<file path="src/rtl/ndindex_addr_pkg.sv">
// Shared constants and the configuration record for the N-D index to linear address block.
// The config record is sized to DEF_ADDR_WIDTH; instances must keep ADDR_WIDTH <= DEF_ADDR_WIDTH.
package ndindex_addr_pkg;

  localparam int NDIM           = 3;
  localparam int DEF_WIDTH      = 32;
  localparam int DEF_ADDR_WIDTH = 32;

  typedef struct packed {
    logic [DEF_ADDR_WIDTH-1:0]           base;
    logic [NDIM-1:0][DEF_ADDR_WIDTH-1:0] stride;
  } cfg_t;

endpackage

</file>
<file path="src/rtl/ndindex_addr_mac.sv">
// One dimension's index times stride, registered; low ADDR_WIDTH bits kept, holds when en=0.
module ndindex_addr_mac
  import ndindex_addr_pkg::*;
#(
  parameter int WIDTH      = DEF_WIDTH,
  parameter int ADDR_WIDTH = DEF_ADDR_WIDTH
) (
  input  logic                  clk,
  input  logic                  rst,
  input  logic                  en,
  input  logic [WIDTH-1:0]      idx,
  input  logic [ADDR_WIDTH-1:0] stride,
  output logic [ADDR_WIDTH-1:0] prod
);

  // Index is zero-extended or truncated to the address width before multiplying.
  logic [ADDR_WIDTH-1:0] idx_ext;
  assign idx_ext = ADDR_WIDTH'(idx);

  always_ff @(posedge clk) begin
    if (rst) begin
      prod <= '0;
    end else if (en) begin
      prod <= idx_ext * stride;
    end
  end

endmodule

</file>
<file path="src/rtl/ndindex_addr.sv">
// Two-stage pipeline mapping an (i0,i1,i2) tuple to base + sum(i*stride) modulo 2^ADDR_WIDTH.
// Single global advance: both stages move only when the output slot is empty or being taken.
module ndindex_addr
  import ndindex_addr_pkg::*;
#(
  parameter int WIDTH      = DEF_WIDTH,
  parameter int ADDR_WIDTH = DEF_ADDR_WIDTH
) (
  input  logic                  clk,
  input  logic                  rst,
  input  logic                  cfg_we,
  input  logic [ADDR_WIDTH-1:0] cfg_base,
  input  logic [ADDR_WIDTH-1:0] cfg_stride_0,
  input  logic [ADDR_WIDTH-1:0] cfg_stride_1,
  input  logic [ADDR_WIDTH-1:0] cfg_stride_2,
  output logic                  cfg_busy,
  input  logic                  in_valid,
  output logic                  in_ready,
  input  logic [WIDTH-1:0]      ndindex_0,
  input  logic [WIDTH-1:0]      ndindex_1,
  input  logic [WIDTH-1:0]      ndindex_2,
  input  logic                  in_last,
  output logic                  out_valid,
  input  logic                  out_ready,
  output logic [ADDR_WIDTH-1:0] addr,
  output logic                  out_last,
  output logic [ADDR_WIDTH-1:0] addr_count
);

  cfg_t                  cfg_q;
  logic                  adv;
  logic                  s1_vld;
  logic                  s1_last;
  logic [ADDR_WIDTH-1:0] s1_base;
  logic [WIDTH-1:0]      idx  [NDIM];
  logic [ADDR_WIDTH-1:0] prod [NDIM];

  assign idx[0] = ndindex_0;
  assign idx[1] = ndindex_1;
  assign idx[2] = ndindex_2;

  assign adv      = !out_valid || out_ready;
  assign in_ready = adv;
  assign cfg_busy = s1_vld || out_valid;

  // Config only changes with an empty pipeline, so in-flight tuples never mix configurations.
  always_ff @(posedge clk) begin
    if (rst) begin
      cfg_q <= '0;
    end else if (cfg_we && !cfg_busy) begin
      cfg_q.base      <= DEF_ADDR_WIDTH'(cfg_base);
      cfg_q.stride[0] <= DEF_ADDR_WIDTH'(cfg_stride_0);
      cfg_q.stride[1] <= DEF_ADDR_WIDTH'(cfg_stride_1);
      cfg_q.stride[2] <= DEF_ADDR_WIDTH'(cfg_stride_2);
    end
  end

  for (genvar d = 0; d < NDIM; d++) begin : g_mac
    ndindex_addr_mac #(
      .WIDTH      (WIDTH),
      .ADDR_WIDTH (ADDR_WIDTH)
    ) u_mac (
      .clk    (clk),
      .rst    (rst),
      .en     (adv),
      .idx    (idx[d]),
      .stride (ADDR_WIDTH'(cfg_q.stride[d])),
      .prod   (prod[d])
    );
  end

  always_ff @(posedge clk) begin
    if (rst) begin
      s1_vld  <= 1'b0;
      s1_last <= 1'b0;
      s1_base <= '0;
    end else if (adv) begin
      s1_vld  <= in_valid;
      s1_last <= in_last;
      s1_base <= ADDR_WIDTH'(cfg_q.base);
    end
  end

  always_ff @(posedge clk) begin
    if (rst) begin
      out_valid <= 1'b0;
      out_last  <= 1'b0;
      addr      <= '0;
    end else if (adv) begin
      out_valid <= s1_vld;
      out_last  <= s1_last;
      addr      <= s1_base + prod[0] + prod[1] + prod[2];
    end
  end

  always_ff @(posedge clk) begin
    if (rst) begin
      addr_count <= '0;
    end else if (out_valid && out_ready) begin
      addr_count <= addr_count + ADDR_WIDTH'(1);
    end
  end

endmodule

</file>
<file path="config.mk">
export PLATFORM = sky130hd
export DESIGN_NAME = ndindex_addr
export DESIGN_NICKNAME = d
export VERILOG_FILES = /design/src/rtl/ndindex_addr_pkg.sv /design/src/rtl/ndindex_addr_mac.sv /design/src/rtl/ndindex_addr.sv
export SDC_FILE = /design/constraint.sdc
export NUM_CORES = 2
export LEC_CHECK = 0
export ABC_AREA = 0
export CAP_MARGIN = 20
export CORE_MARGIN = 2
export CORE_UTILIZATION = 55
export CTS_BUF_LIST = sky130_fd_sc_hd__clkbuf_8
export DETAILED_ROUTE_END_ITERATION = 10
export PLACE_DENSITY = 0.74
export SLEW_MARGIN = 20
export SYNTH_ARGS = -nofsm -noshare
export SYNTH_HDL_FRONTEND = slang
export SYNTH_SLANG_ARGS = --single-unit
</file>
<file path="constraint.sdc">
create_clock -name clk -period 11.55 [get_ports clk]
set_clock_uncertainty 0.05 [all_clocks]
set_input_delay 2.31 -clock clk [delete_from_list [all_inputs] [get_ports clk]]
set_output_delay 2.31 -clock clk [all_outputs]
set_load 0.05 [all_outputs]
</file>
==> metrics.log <==
INFO  metric run_status = finished clean
INFO  metric synthesis.area = 60,670 um2
INFO  metric postSynth.asyncResetShare = 0%
INFO  metric synth_top_family_by_area = adder cells
INFO  metric critical-path-top-cell-by-count = sky130_fd_sc_hd__fa_1
INFO  metric max-slew-margin-rel = 23.13%
INFO  metric critical_path.slowest_cell = sky130_fd_sc_hd__clkdlybuf4s50_1
INFO  metric max_clock_freq = 0.1058 GHz
INFO  metric cts_hold_buffers = 0
INFO  metric worst-path-max-fanout = 24
INFO  metric synth_area_per_cell = 8.878 um2
INFO  metric drt-pass1-iter-count = 5
INFO  metric detailed_place.area = 64,650 um2
INFO  metric worst_hold_path_type = reg2reg
INFO  metric die_h = 336.1 um
INFO  metric met3RoutedLength = 13,660 um
INFO  metric drt.antenna.violating_nets = 0
INFO  metric route.detailed.vias_per_inst = 5.463
INFO  metric cts_tree = built
INFO  metric portion_of_the_clock_cycle_consumed_by_the_worst_path_in_the_final_layout = 81.86%
INFO  metric finalNetCount = 8,815
INFO  metric synth.largest_area_cell = sky130_fd_sc_hd__fa_1
INFO  metric die_area = 113,000 um2
INFO  metric min_delay_path_depth = 2
INFO  metric wl_met1 = 68,170 um
INFO  metric max-vdd-ir-drop = 0.2016 mV
INFO  metric holdWs = 0.3827 ns
INFO  metric placer_congestion = 0.9424
INFO  metric wirelength = 167,500 um
INFO  metric drv_cap = 0
INFO  metric final_cell_mix = sky130_fd_sc_hd__nand2_1, sky130_fd_sc_hd__fa_1, sky130_fd_sc_hd__inv_1
INFO  metric place_hpwl = 133,400 um
INFO  metric grt_max_degree = 121
INFO  metric cells_after_synth = 6,834
INFO  metric timing_max_transition_violations_final = 0
INFO  metric clock_latency = 0.80 ns
INFO  metric post_drt_wl_per_cell = 19.88 um
INFO  metric vias_in_the_first_global_route = 49,724
INFO  metric critPathBufInv = 6
INFO  metric synth_warnings = 0
INFO  metric finalHoldViolations = 0
INFO  metric setup.worst_path.class = in2reg
INFO  metric post_synth_xor_area_fraction = 4.446%
INFO  metric highest-signal-layer = met4
INFO  metric cts-buffers-inserted = 61
INFO  metric clock-sinks = 324
INFO  metric flip_flop_and_latch_count_after_synthesis = 324
INFO  metric grt_antenna_before_repair = 3
INFO  metric site_row_count = 121
INFO  metric dieWidth = 336.1 um
INFO  metric io_pins = 298
INFO  metric p_leak = 31.46 nW
INFO  metric most_common_library_cell_in_the_layout_ignoring_fill_and_taps = sky130_fd_sc_hd__nand2_1
INFO  metric postCtsResizedCells = 0
INFO  metric grt.overflow.total = 0
INFO  metric initial_core_util = 55.58%
INFO  metric critPathMaxStageDelay = 1.23 ns
INFO  metric met2_length = 79,610 um
INFO  metric synth_compound_gate_area_share = 5.843%
INFO  metric dr.first_iter.drc_count = 3,389
INFO  metric yosys_most_used_dff = sky130_fd_sc_hd__dfxtp_1
INFO  metric fin_area = 66,120 um2
INFO  metric synth.top_cells.by_area = sky130_fd_sc_hd__fa_1, sky130_fd_sc_hd__dfxtp_1, sky130_fd_sc_hd__and2_1, sky130_fd_sc_hd__ha_1, sky130_fd_sc_hd__nand2_1
INFO  metric synth_edf_count = 0
INFO  metric synthSimpleGateAreaFrac = 18.52%
INFO  metric worstRegToRegCells = 24
INFO  metric worst-slew-pin-transition = 1.149 ns
INFO  metric final.setup.tns = 0 ns
INFO  metric grt_util_all_layers = 30.76%
INFO  metric timing.final.crit_period = 9.455 ns
INFO  metric post_synth_mux_area_share = 0.08249%
INFO  metric endpoint_kind = flip-flop
INFO  metric grt_pass1_wl = 270,400 um
INFO  metric setup_viol_count_final = 0
INFO  metric area.growth.synth_to_final = 8.986%
INFO  metric fp.coreArea = 109,200 um2
INFO  metric cts-htree-levels = 2
INFO  metric synth.lib_cells_used.distinct = 67
INFO  metric post_cts_setup_repair_buffer_count = 0
INFO  metric fin_cells = 8,427
INFO  metric drc = 0
INFO  metric rsz0062_at_grt = no
INFO  metric synth.net_count = 8,751
INFO  metric worst_setup_hold_path_clk_slew = 0.06 ns
INFO  metric part_of_the_yosys_area_used_for_sequential_elements = 10.69%
INFO  metric setup.worst_path.start_class = primary input
INFO  metric critical-path-top-delay-family = adder cells
INFO  metric powerDensity = 170.7 nW/um2
INFO  metric cts.root.buffer_cell = sky130_fd_sc_hd__clkbuf_8
INFO  metric placement.io_buffers = 297
INFO  metric critical_path_arrival = 10.04 ns
INFO  metric post_route_cells_drive_above_1_share = 3.037%
INFO  metric crit_required = 12.13 ns
INFO  metric clock_tree.buffer_depth = 3
INFO  metric worstSetupPathDepth = 26
INFO  metric fin_util = 60.57%
INFO  metric synth_fa_ha_area_share = 50.70%
INFO  metric dp.cells = 8,311
INFO  metric yosysTopAreaCellShare = 42.43%
INFO  metric dr_total_vias = 46,037
-- Yosys cell counts (all sizes together) (3+ instances only) --
cell type and count:
clkbuf 356, a22o 5, fa 1286, o41a 3, nand2b 8, o21ai 74
buf 11, ha 401, and2 839, a21o 57, dfxtp 324, a211o 4
and4 4, a2111oi 5, nand4 10, or3 9, nor2b 10, xor2 93
a21boi 5, nor3b 4, o21bai 19, nor3 13, o221ai 3, nor2 108
a311oi 5, nand3 34, o41ai 4, inv 1195, a31oi 15, mux2i 5
nand2 1298, o211ai 4, o31ai 3, xnor2 215, o21a 15, a21oi 323
and3 20, a211oi 28
-- per-layer routing --
metal / track usage, % / up-vias
met3: 5.675 / 383
met4: 10.47 / 0
met2: 50.86 / 1790
met1: 40.79 / 23429
met5: 0 / -
li1: - / 20435
-- cells by family (layout without fill, tap and decap cells) --
group,after synthesis,after routing
other,0,4
XOR/XNOR,308,308
AO/OA/AOI/OAI,582,582
buffers and inverters,1564,1677
adder cells (fa/ha/maj),1687,1687
multiplexers,5,5
AND/OR/NAND/NOR,2364,2364
flip-flops,324,324
-- final cells by class --
type                    instances  area, um2
fillers                      9530      43040
repair buffers                369       3503
flip-flops and latches        324       6492
clock inverters                41      486.7
well taps                    1476       1847
multi-input cells            4946      48310
clock buffers                  71      977.2
inverters                    1196       4494
diodes                          4      10.01
-- metrics by stage --
step                worst slack (ns)  total power, W
floorplan                      2.653        0.007460
global placement               1.551        0.009652
detailed placement             1.352        0.009834
CTS                            2.148         0.01126
global route                   1.758         0.01231
finish                         2.095         0.01129
-- registers in the layout, summed over array words and instances (netlist names) --
register / count
s1_base: 32
addr_count: 32
s1_last: 1
cfg_q: 128
out_last: 1
out_valid: 1
addr: 32
s1_vld: 1
g_mac.u_mac.prod: 96
-- worst paths after layout --
kind                                                 to         start  slack (ns)
worst max register to register  g_mac[2].u_mac.prod[28]     cfg_q[69]        3.69
worst min register to register              s1_base[19]    cfg_q[115]        0.38
worst min-delay path                        s1_base[19]    cfg_q[115]        0.38
worst max-delay path            g_mac[1].u_mac.prod[30]  ndindex_1[8]        2.09
-- worst min-delay path, stage by stage, from the launching register on --
cell,delay [ns]
sky130_fd_sc_hd__dfxtp_1,0.32
sky130_fd_sc_hd__nand2_1,0.06
sky130_fd_sc_hd__a21oi_1,0.06
-- power breakdown --
part,total (W),internal [W],switching (W)
clock,0.00136,0.000773,0.000586
sequential,0.00159,0.00133,0.000256
combinational,0.00834,0.00352,0.00482
total,0.0113,0.00563,0.00566
Note: power is estimated with default switching activity, not from simulation.
